`src/rtl/fpu_resp_serializer.sv`:
```
// Buffers FPU result elements {eom,flags,result} and serializes each one as a byte stream.
// Optional macro FPU_RESP_PARITY_EN appends an XOR parity byte to every element.
module fpu_resp_serializer #(
  parameter int DATA_WIDTH = 32,
  parameter int FLAG_WIDTH = 8,
  parameter int DEPTH      = 4
) (
  input  logic                    clk,
  input  logic                    reset,
  input  logic                    in_valid,
  output logic                    in_ready,
  input  logic [DATA_WIDTH-1:0]   in_result,
  input  logic [FLAG_WIDTH-1:0]   in_flags,
  input  logic                    in_eom,
  output logic                    tx_valid,
  input  logic                    tx_ready,
  output logic [7:0]              tx_data,
  output logic                    tx_last,
  output logic                    tx_eom,
  output logic [$clog2(DEPTH):0]  pending,
  output logic                    eom_sent
);

  localparam int PW = $clog2(DEPTH);
  localparam int CW = PW + 1;
  localparam int EW = 1 + FLAG_WIDTH + DATA_WIDTH;
  localparam int IW = 3;
`ifdef FPU_RESP_PARITY_EN
  localparam int NB = 6;
`else
  localparam int NB = 5;
`endif

  typedef enum logic {IDLE, SEND} state_t;

  state_t          state_q, state_d;
  logic [IW-1:0]   idx_q, idx_d;
  logic [PW-1:0]   wr_ptr_q, wr_ptr_d;
  logic [PW-1:0]   rd_ptr_q, rd_ptr_d;
  logic [CW-1:0]   count_q, count_d;
  logic            eom_sent_q, eom_sent_d;
  logic [EW-1:0]   mem_q [DEPTH];

  logic [EW-1:0]         head;
  logic [DATA_WIDTH-1:0] head_result;
  logic [FLAG_WIDTH-1:0] head_flags;
  logic                  head_eom;
  logic                  push, hs, last, pop;

  function automatic logic [7:0] elem_byte(input logic [31:0] r, input logic [7:0] f,
                                           input logic [IW-1:0] i);
    logic [7:0] b;
    case (i)
      3'd0:    b = r[7:0];
      3'd1:    b = r[15:8];
      3'd2:    b = r[23:16];
      3'd3:    b = r[31:24];
      3'd4:    b = f;
`ifdef FPU_RESP_PARITY_EN
      3'd5:    b = r[7:0] ^ r[15:8] ^ r[23:16] ^ r[31:24] ^ f;
`endif
      default: b = 8'h00;
    endcase
    return b;
  endfunction

  assign head        = mem_q[rd_ptr_q];
  assign head_result = head[DATA_WIDTH-1:0];
  assign head_flags  = head[DATA_WIDTH +: FLAG_WIDTH];
  assign head_eom    = head[EW-1];

  assign in_ready = (count_q != CW'(DEPTH)) && !eom_sent_q && !reset;
  assign pending  = count_q;
  assign eom_sent = eom_sent_q;

  always_comb begin
    state_d    = state_q;
    idx_d      = idx_q;
    wr_ptr_d   = wr_ptr_q;
    rd_ptr_d   = rd_ptr_q;
    count_d    = count_q;
    eom_sent_d = eom_sent_q;
    tx_valid   = 1'b0;
    tx_data    = 8'h00;
    tx_last    = 1'b0;
    tx_eom     = 1'b0;

    push = in_valid && in_ready;
    hs   = (state_q == SEND) && tx_ready;
    last = (idx_q == IW'(NB - 1));
    pop  = hs && last;

    if (push) wr_ptr_d = wr_ptr_q + PW'(1);
    if (pop)  rd_ptr_d = rd_ptr_q + PW'(1);
    case ({push, pop})
      2'b10:   count_d = count_q + CW'(1);
      2'b01:   count_d = count_q - CW'(1);
      default: count_d = count_q;
    endcase

    case (state_q)
      IDLE: begin
        if (count_q != '0) begin
          state_d = SEND;
          idx_d   = '0;
        end
      end
      SEND: begin
        tx_valid = 1'b1;
        tx_data  = elem_byte(head_result, head_flags, idx_q);
        tx_last  = last;
        tx_eom   = last && head_eom;
        if (hs) begin
          if (last) begin
            idx_d = '0;
            if (head_eom) eom_sent_d = 1'b1;
            // A push in the same cycle keeps the stream gap-free.
            if (count_d == '0) state_d = IDLE;
          end else begin
            idx_d = idx_q + IW'(1);
          end
        end
      end
      default: state_d = IDLE;
    endcase
  end

  always_ff @(posedge clk or posedge reset) begin
    if (reset) begin
      state_q    <= IDLE;
      idx_q      <= '0;
      wr_ptr_q   <= '0;
      rd_ptr_q   <= '0;
      count_q    <= '0;
      eom_sent_q <= 1'b0;
    end else begin
      state_q    <= state_d;
      idx_q      <= idx_d;
      wr_ptr_q   <= wr_ptr_d;
      rd_ptr_q   <= rd_ptr_d;
      count_q    <= count_d;
      eom_sent_q <= eom_sent_d;
    end
  end

  // Element storage carries no reset; occupancy is tracked by the pointers and count.
  always_ff @(posedge clk) begin
    if (push) mem_q[wr_ptr_q] <= {in_eom, in_flags, in_result};
  end

endmodule

```
`config.mk`:
```
export PLATFORM = sky130hd
export DESIGN_NAME = fpu_resp_serializer
export DESIGN_NICKNAME = d
export VERILOG_FILES = /design/src/rtl/fpu_resp_serializer.sv
export SDC_FILE = /design/constraint.sdc
export NUM_CORES = 1
export LEC_CHECK = 0
export ABC_AREA = 1
export CORE_ASPECT_RATIO = 0.7
export CORE_MARGIN = 4
export CORE_UTILIZATION = 50
export DETAILED_ROUTE_END_ITERATION = 10
export PLACE_DENSITY = 0.77
export SYNTH_ARGS = -nofsm -noshare
export SYNTH_HDL_FRONTEND = slang
export SYNTH_SLANG_ARGS = --single-unit
```
`constraint.sdc`:
```
create_clock -name clk -period 4.3 [get_ports clk]
set_clock_uncertainty 0.2 [all_clocks]
set_input_delay 0.86 -clock clk [delete_from_list [all_inputs] [get_ports clk]]
set_output_delay 0.86 -clock clk [all_outputs]
set_load 0.005 [all_outputs]
```
; ---- After elaboration in Yosys (flattened, before gate mapping)
; Memories as Yosys holds them, arrays and structs flattened.
; Index checks and enable logic that the tools add are counted.
[totals]
ramBits = 164
mem_count = 1
reg_bits = 12
output_inout_bits = 16
wordCells = 52
[op_classes]
muxes = 17
reduce_logical = 13
bitwise_logic = 1
eq_ne = 9
addsub = 5
[mem_list]
columns = memory, depth, width, rd, rd_ports_with_merged_regs, write_ports, line
row1 = mem_q, 4, 41, 1, 0, 1, 42  ; logic [EW-1:0] mem_q [DEPTH];
[op_table]
columns = op, count
row1 = $pmux 8 s5, 1
row2 = $pmux 3 s2, 2
row3 = $mux 1, 9
row4 = $mux 3, 3
row5 = $mux 8, 1
row6 = $add 3x1->3 const B, 2
row7 = $eq 3x2->1 const B, 2
row8 = $logic_and 1x1->1, 6
row9 = $logic_not 3->1, 2
row10 = $add 2x1->2 const B, 2
row11 = $reduce_and 4->1, 1
row12 = $eq 3x1->1 const B, 1
row13 = $eq 3x3->1 const B, 1
row14 = $ne 3x3->1 const B, 1
row15 = $reduce_bool 3->1, 1
row16 = $sub 3x1->3 const B, 1
row17 = $eq 2x1->1 const B, 1
row18 = $eq 2x2->1 const B, 1
row19 = $logic_not 1->1, 2
row20 = $ne 2x1->1 const B, 1
row21 = $ne 2x2->1 const B, 1
row22 = $pmux 1 s2, 1
row23 = $reduce_and 2->1, 1
row24 = $not 1->1, 1

; ---- Logic depth before layout (Yosys ltp)
[logic_depth]
depth_word = 11
mapped_depth = 12

; ---- Worst setup path after synthesis
; Ideal clock, no wire load.
[synth_timing]
path_type = input to register
start = input port reset
end = memory mem_q[0][0] (netlist name), enable pin
stages = 5
required_time_ps = 3660
path_buffers = 0
slack_ps = 281
t_arrival_ps = 3379
path_cell_list = inv_1 -> nand2_1 -> a21oi_1 -> nand2_1 -> nor2_1
[synth_between]
elab_chain_cells = 5
[synth_lines]
columns = item, line
row1 = "start, declared", 9  ; input logic reset,
row2 = $logic_not 1->1 (no source line), --
row3 = $logic_and 1x1->1, 72  ; assign in_ready = (count_q != CW'(DEPTH)) && !eom_sent_q && !reset;
row4 = net in_ready, 11  ; output logic in_ready,
row5 = $logic_and 1x1->1, 88  ; push = in_valid && in_ready;
row6 = $mux 1, 148  ; if (push) mem_q[wr_ptr_q] <= {in_eom, in_flags, in_result};
row7 = $mux 1 (implied by the code), 148
row8 = "end, declared", 42
; The timed path passes the listed nets, and every way through them passes these cells.

; ---- Final worst setup path
[layout_timing]
start = register rd_ptr_q[0]
end = output port tx_data[1]
[layout_between]
elab_chain_cells = 3
[layout_lines]
columns = item, line
row1 = "start, declared", 39  ; logic [PW-1:0] rd_ptr_q, rd_ptr_d;
row2 = "start signal, assigned", 140  ; rd_ptr_q <= rd_ptr_d;
row3 = $mem_v2 4x41, --
row4 = $pmux 8 s5, 53  ; case (i)
row5 = $mux 8, 101  ; case (state_q)
row6 = "end, declared", 17  ; output logic [7:0] tx_data,
; Every way passes these cells.

==> summary.md <==
| Metric | Value |
|---|---|
| Outcome | `complete, no violations` |
| Post-Route Utilization | `0.607` |
| Worst r2r src | `idx_q[0]` |
| Sinks on Clock Net | `176` |
| Sequential-to-total area share from yosys stat | `0.679` |
| Data required, critical path | `3.24 ns` |
| Ys async rst share | `0.0682` |
| Syn Area/Cell | `10.4 sq um` |
| Final hold violation count | `0` |
| CTS tree | `built` |
| Root buffer cell | `clkbuf_16` |
| Grt peak-use layer | `met2` |
| CP Buf/Inv Count | `3` |
| Hold Path Depth | `2` |
| Hold Path Sink | `eom_sent` |
| Drt via density | `5.00` |
| Routing usage on met3 | `0.0490` |
| WHS | `0.303 ns` |
| Final #Nets | `863` |
| Post-layout instance count excluding filler cells | `1,013` |
| # placed instances | `983` |
| Die H | `112 um` |
| Crit path DAT | `2.94 ns` |
| Delay-heaviest family, CP | `buffers and inverters` |
| # resized after CTS | `0` |
| Final worst slack | `0.296 ns` |
| HP Class | `reg -> reg` |
| Setup TNS Final | `0 ns` |
| Cell taking the most area after synthesis | `edfxtp_1` |
| Initial antenna violation count | `0` |
| Slowest cell on the critical path | `dfrtp_2` |
| Syn. warnings | `0` |
| Min-delay src | `eom_sent` |
| Drt total wl | `16.3 mm` |
| Post-CTS Hold Fix Bufs | `0` |
| Skew-Pair Late Insertion Delay | `0.42 ns` |
| Post-synth top area share | `0.640` |
| Yosys cell types | `21` |
| GR Layer Usage met1 | `0.273` |
| Vias in the first global route | `4,830` |
| Fill count | `1,176` |
| Worst R2R End | `state_q` |
| Io pins | `61` |
| Area growth syn-to-layout | `17.3%` |
| Mapped cell area | `0.00769 sq mm` |
| RSZ-0062 raised after global routing | `no` |
| Minimum clock period | `4.00 ns` |
| Diode count | `0` |
| VDD IR-drop max | `0.302 mV` |
| Gr usage total | `0.190` |
| Initial core utilization | `0.518` |
| Syn Inst Count | `743` |
| Leak pwr | `0.00380 uW` |
| Setup CP Type | `reg -> out` |
| Power per cell area | `552 mW/mm^2` |
| Initial DRC Count | `426` |
| GPL Wtd Cong | `0.802` |
| Setup Buffers After CTS | `0` |
| Post-route ant nets | `0` |
| CP cell instances | `inv_2 -> buf_12 -> nand2_1 -> nand2_1 -> nand2_1 -> o21ai_1 -> nand2_1 -> nand2_1 -> nor2_1 -> nor2_1 -> clkdlybuf4s50_1` |
| Max Freq | `0.250 GHz` |
| Setup slack, reg-to-reg | `1.77 ns` |
| Max transition margin | `0.512` |
| Slew @ Worst Pin | `0.729 ns` |
| Ys flop type | `edfxtp_1` |
| Pre-CTS WS | `0.802 ns` |
| Tcrit/Tclk final | `0.931` |
| Most common cell on crit path | `nand2_1` |
| Worst Reg-to-Reg Cells | `12` |
| DR DRC count | `0` |
| Largest net degree at the start of global routing | `60` |
| Clock Path Buffers | `2` |
| Critical Path End Type | `output pin` |
| Slew Viols, Final | `0` |
| Die Wd | `156 um` |
| CP Launch Type | `flop` |
| IO Port Bufs | `60` |
| Maxcap violations | `0` |
| GR met2 Demand/Resource | `0.290` |
| DRT Pass-1 Iters | `5` |
| First-pass GRT wire length | `25.4 mm` |
| CP max stage delay | `0.58 ns` |
| Congestion Overflow GR | `0` |
| Synth area leaders | `edfxtp_1 (64%), nand2_1 (11%), inv_1 (6.1%), dfrtp_1 (3.9%), nand3_1 (3.7%)` |
| Share of layout cells above drive strength 1 | `0.0501` |
| Final HPWL DP | `10.2 mm` |
| DIE AREA | `0.0175 sq mm` |
| Worst-path clk slew | `0.06 ns` |
| CTS Buf Count | `17` |
| Post-synth EDFFs | `164` |
| Final setup violation count | `0` |
| Vias | `5,068` |
| Area of the core | `0.0149 sq mm` |
| Post-synthesis net count | `799` |
| CP max FO | `59` |
| FF+latch count, synth | `176` |
| Rows | `37` |
| Routed WL per cell | `16.1 um` |
| H-Tree Depth | `4` |
-- placed cells by master (no fill, tap or decap), types with 2 or more instances in the layout --
master / count
o21ai_1: 16
nand2_1: 234
nor2_1: 60
buf_4: 12
dfrtp_1: 11
clkbuf_1: 3
nand3_1: 57
a21oi_1: 2
edfxtp_1: 164
clkbuf_16: 17
clkdlybuf4s50_1: 60
nor2_4: 4
ha_1: 10
buf_12: 2
inv_1: 124
xor2_1: 3
clkinv_1: 6
o21ai_0: 21
clkinvlp_4: 2
xnor2_1: 2
-- how the worst max path moves through the flow --
stage | startpoint | to | slack [ns] | cells after the start
2_1_floorplan | reset | mem_q[0][0] | 0.28 | 5
3_3_place_gp | rd_ptr_q[0] | tx_data[1] | 0.83 | 11
3_5_place_dp | rd_ptr_q[0] | tx_data[1] | 0.80 | 11
4_1_cts | rd_ptr_q[0] | tx_data[1] | 0.35 | 11
5_1_grt | rd_ptr_q[0] | tx_data[5] | 0.15 | 11
6_report | rd_ptr_q[0] | tx_data[1] | 0.30 | 11
-- state kept, by name (all words and copies together) (netlist names) --
name,flops
state_q,1
idx_q,3
rd_ptr_q,2
wr_ptr_q,2
pending,3
eom_sent,1
mem_q,164
-- power by group --
part / switching (uW) / total, uW / internal (uW) / leakage [uW]
clock network: 593 / 1370 / 777 / 0.000241
logic: 1000 / 1620 / 611 / 0.00195
registers: 89.0 / 2000 / 1910 / 0.00161
total: 1690 / 4980 / 3300 / 0.00380
-- worst register-to-register path, cell delays in order (launching register included) --
cell     delay, ns
dfrtp_1       0.40
inv_1         0.12
ha_1          0.18
nand2_1       0.09
nor2_1        0.21
ha_1          0.24
fa_1          0.43
nand2_1       0.08
nand2_1       0.07
nor2_1        0.12
nand2_1       0.05
o21ai_0       0.16
nand2_1       0.08
-- cell type report --
cell class / instances / area (sq um) / share of cell area
Inverter: 125 / 469 / 0.0520
Timing Repair Buffer: 74 / 731 / 0.0810
Clock buffer: 20 / 437 / 0.0484
Sequential cell: 176 / 5230 / 0.579
Clock inverter: 10 / 72.6 / 0.00805
Tap cell: 195 / 244 / 0.0270
Multi-Input combinational cell: 413 / 1840 / 0.204
-- cells by family after synthesis --
| logic type | share of synthesized area |
|---|---|
| AO/OA/AOI/OAI | 0.0283 |
| XOR/XNOR | 0.00569 |
| adder cells (fa/ha/maj) | 0.0189 |
| buffers and inverters | 0.0854 |
| flip-flops | 0.679 |
| AND/OR/NAND/NOR | 0.182 |
-- metrics by stage --
step | power, uW | area, sq um
final | 4980 | 9020
after global routing | 5280 | 9020
after CTS | 4990 | 9020
after detailed placement | 3630 | 8510
after global placement | 3600 | 8510
after floorplan | 3060 | 7690
-- Yosys cell counts, drive strengths merged, types with 2 or more instances --
cell    count
nand3      57
xnor2       2
edfxtp    164
buf        24
nor2       64
a21oi       2
inv       125
o21ai      37
clkbuf      5
xor2        3
dfrtp      12
ha         10
nand2     234
-- per-layer routing --
metal / routed length (um) / vias up
met5: 0 / -
met4: 209 / 0
met3: 1270 / 24
met2: 7330 / 178
met1: 7510 / 2372
li1: - / 2494
No activity file was read; power rests on OpenSTA's default activity.
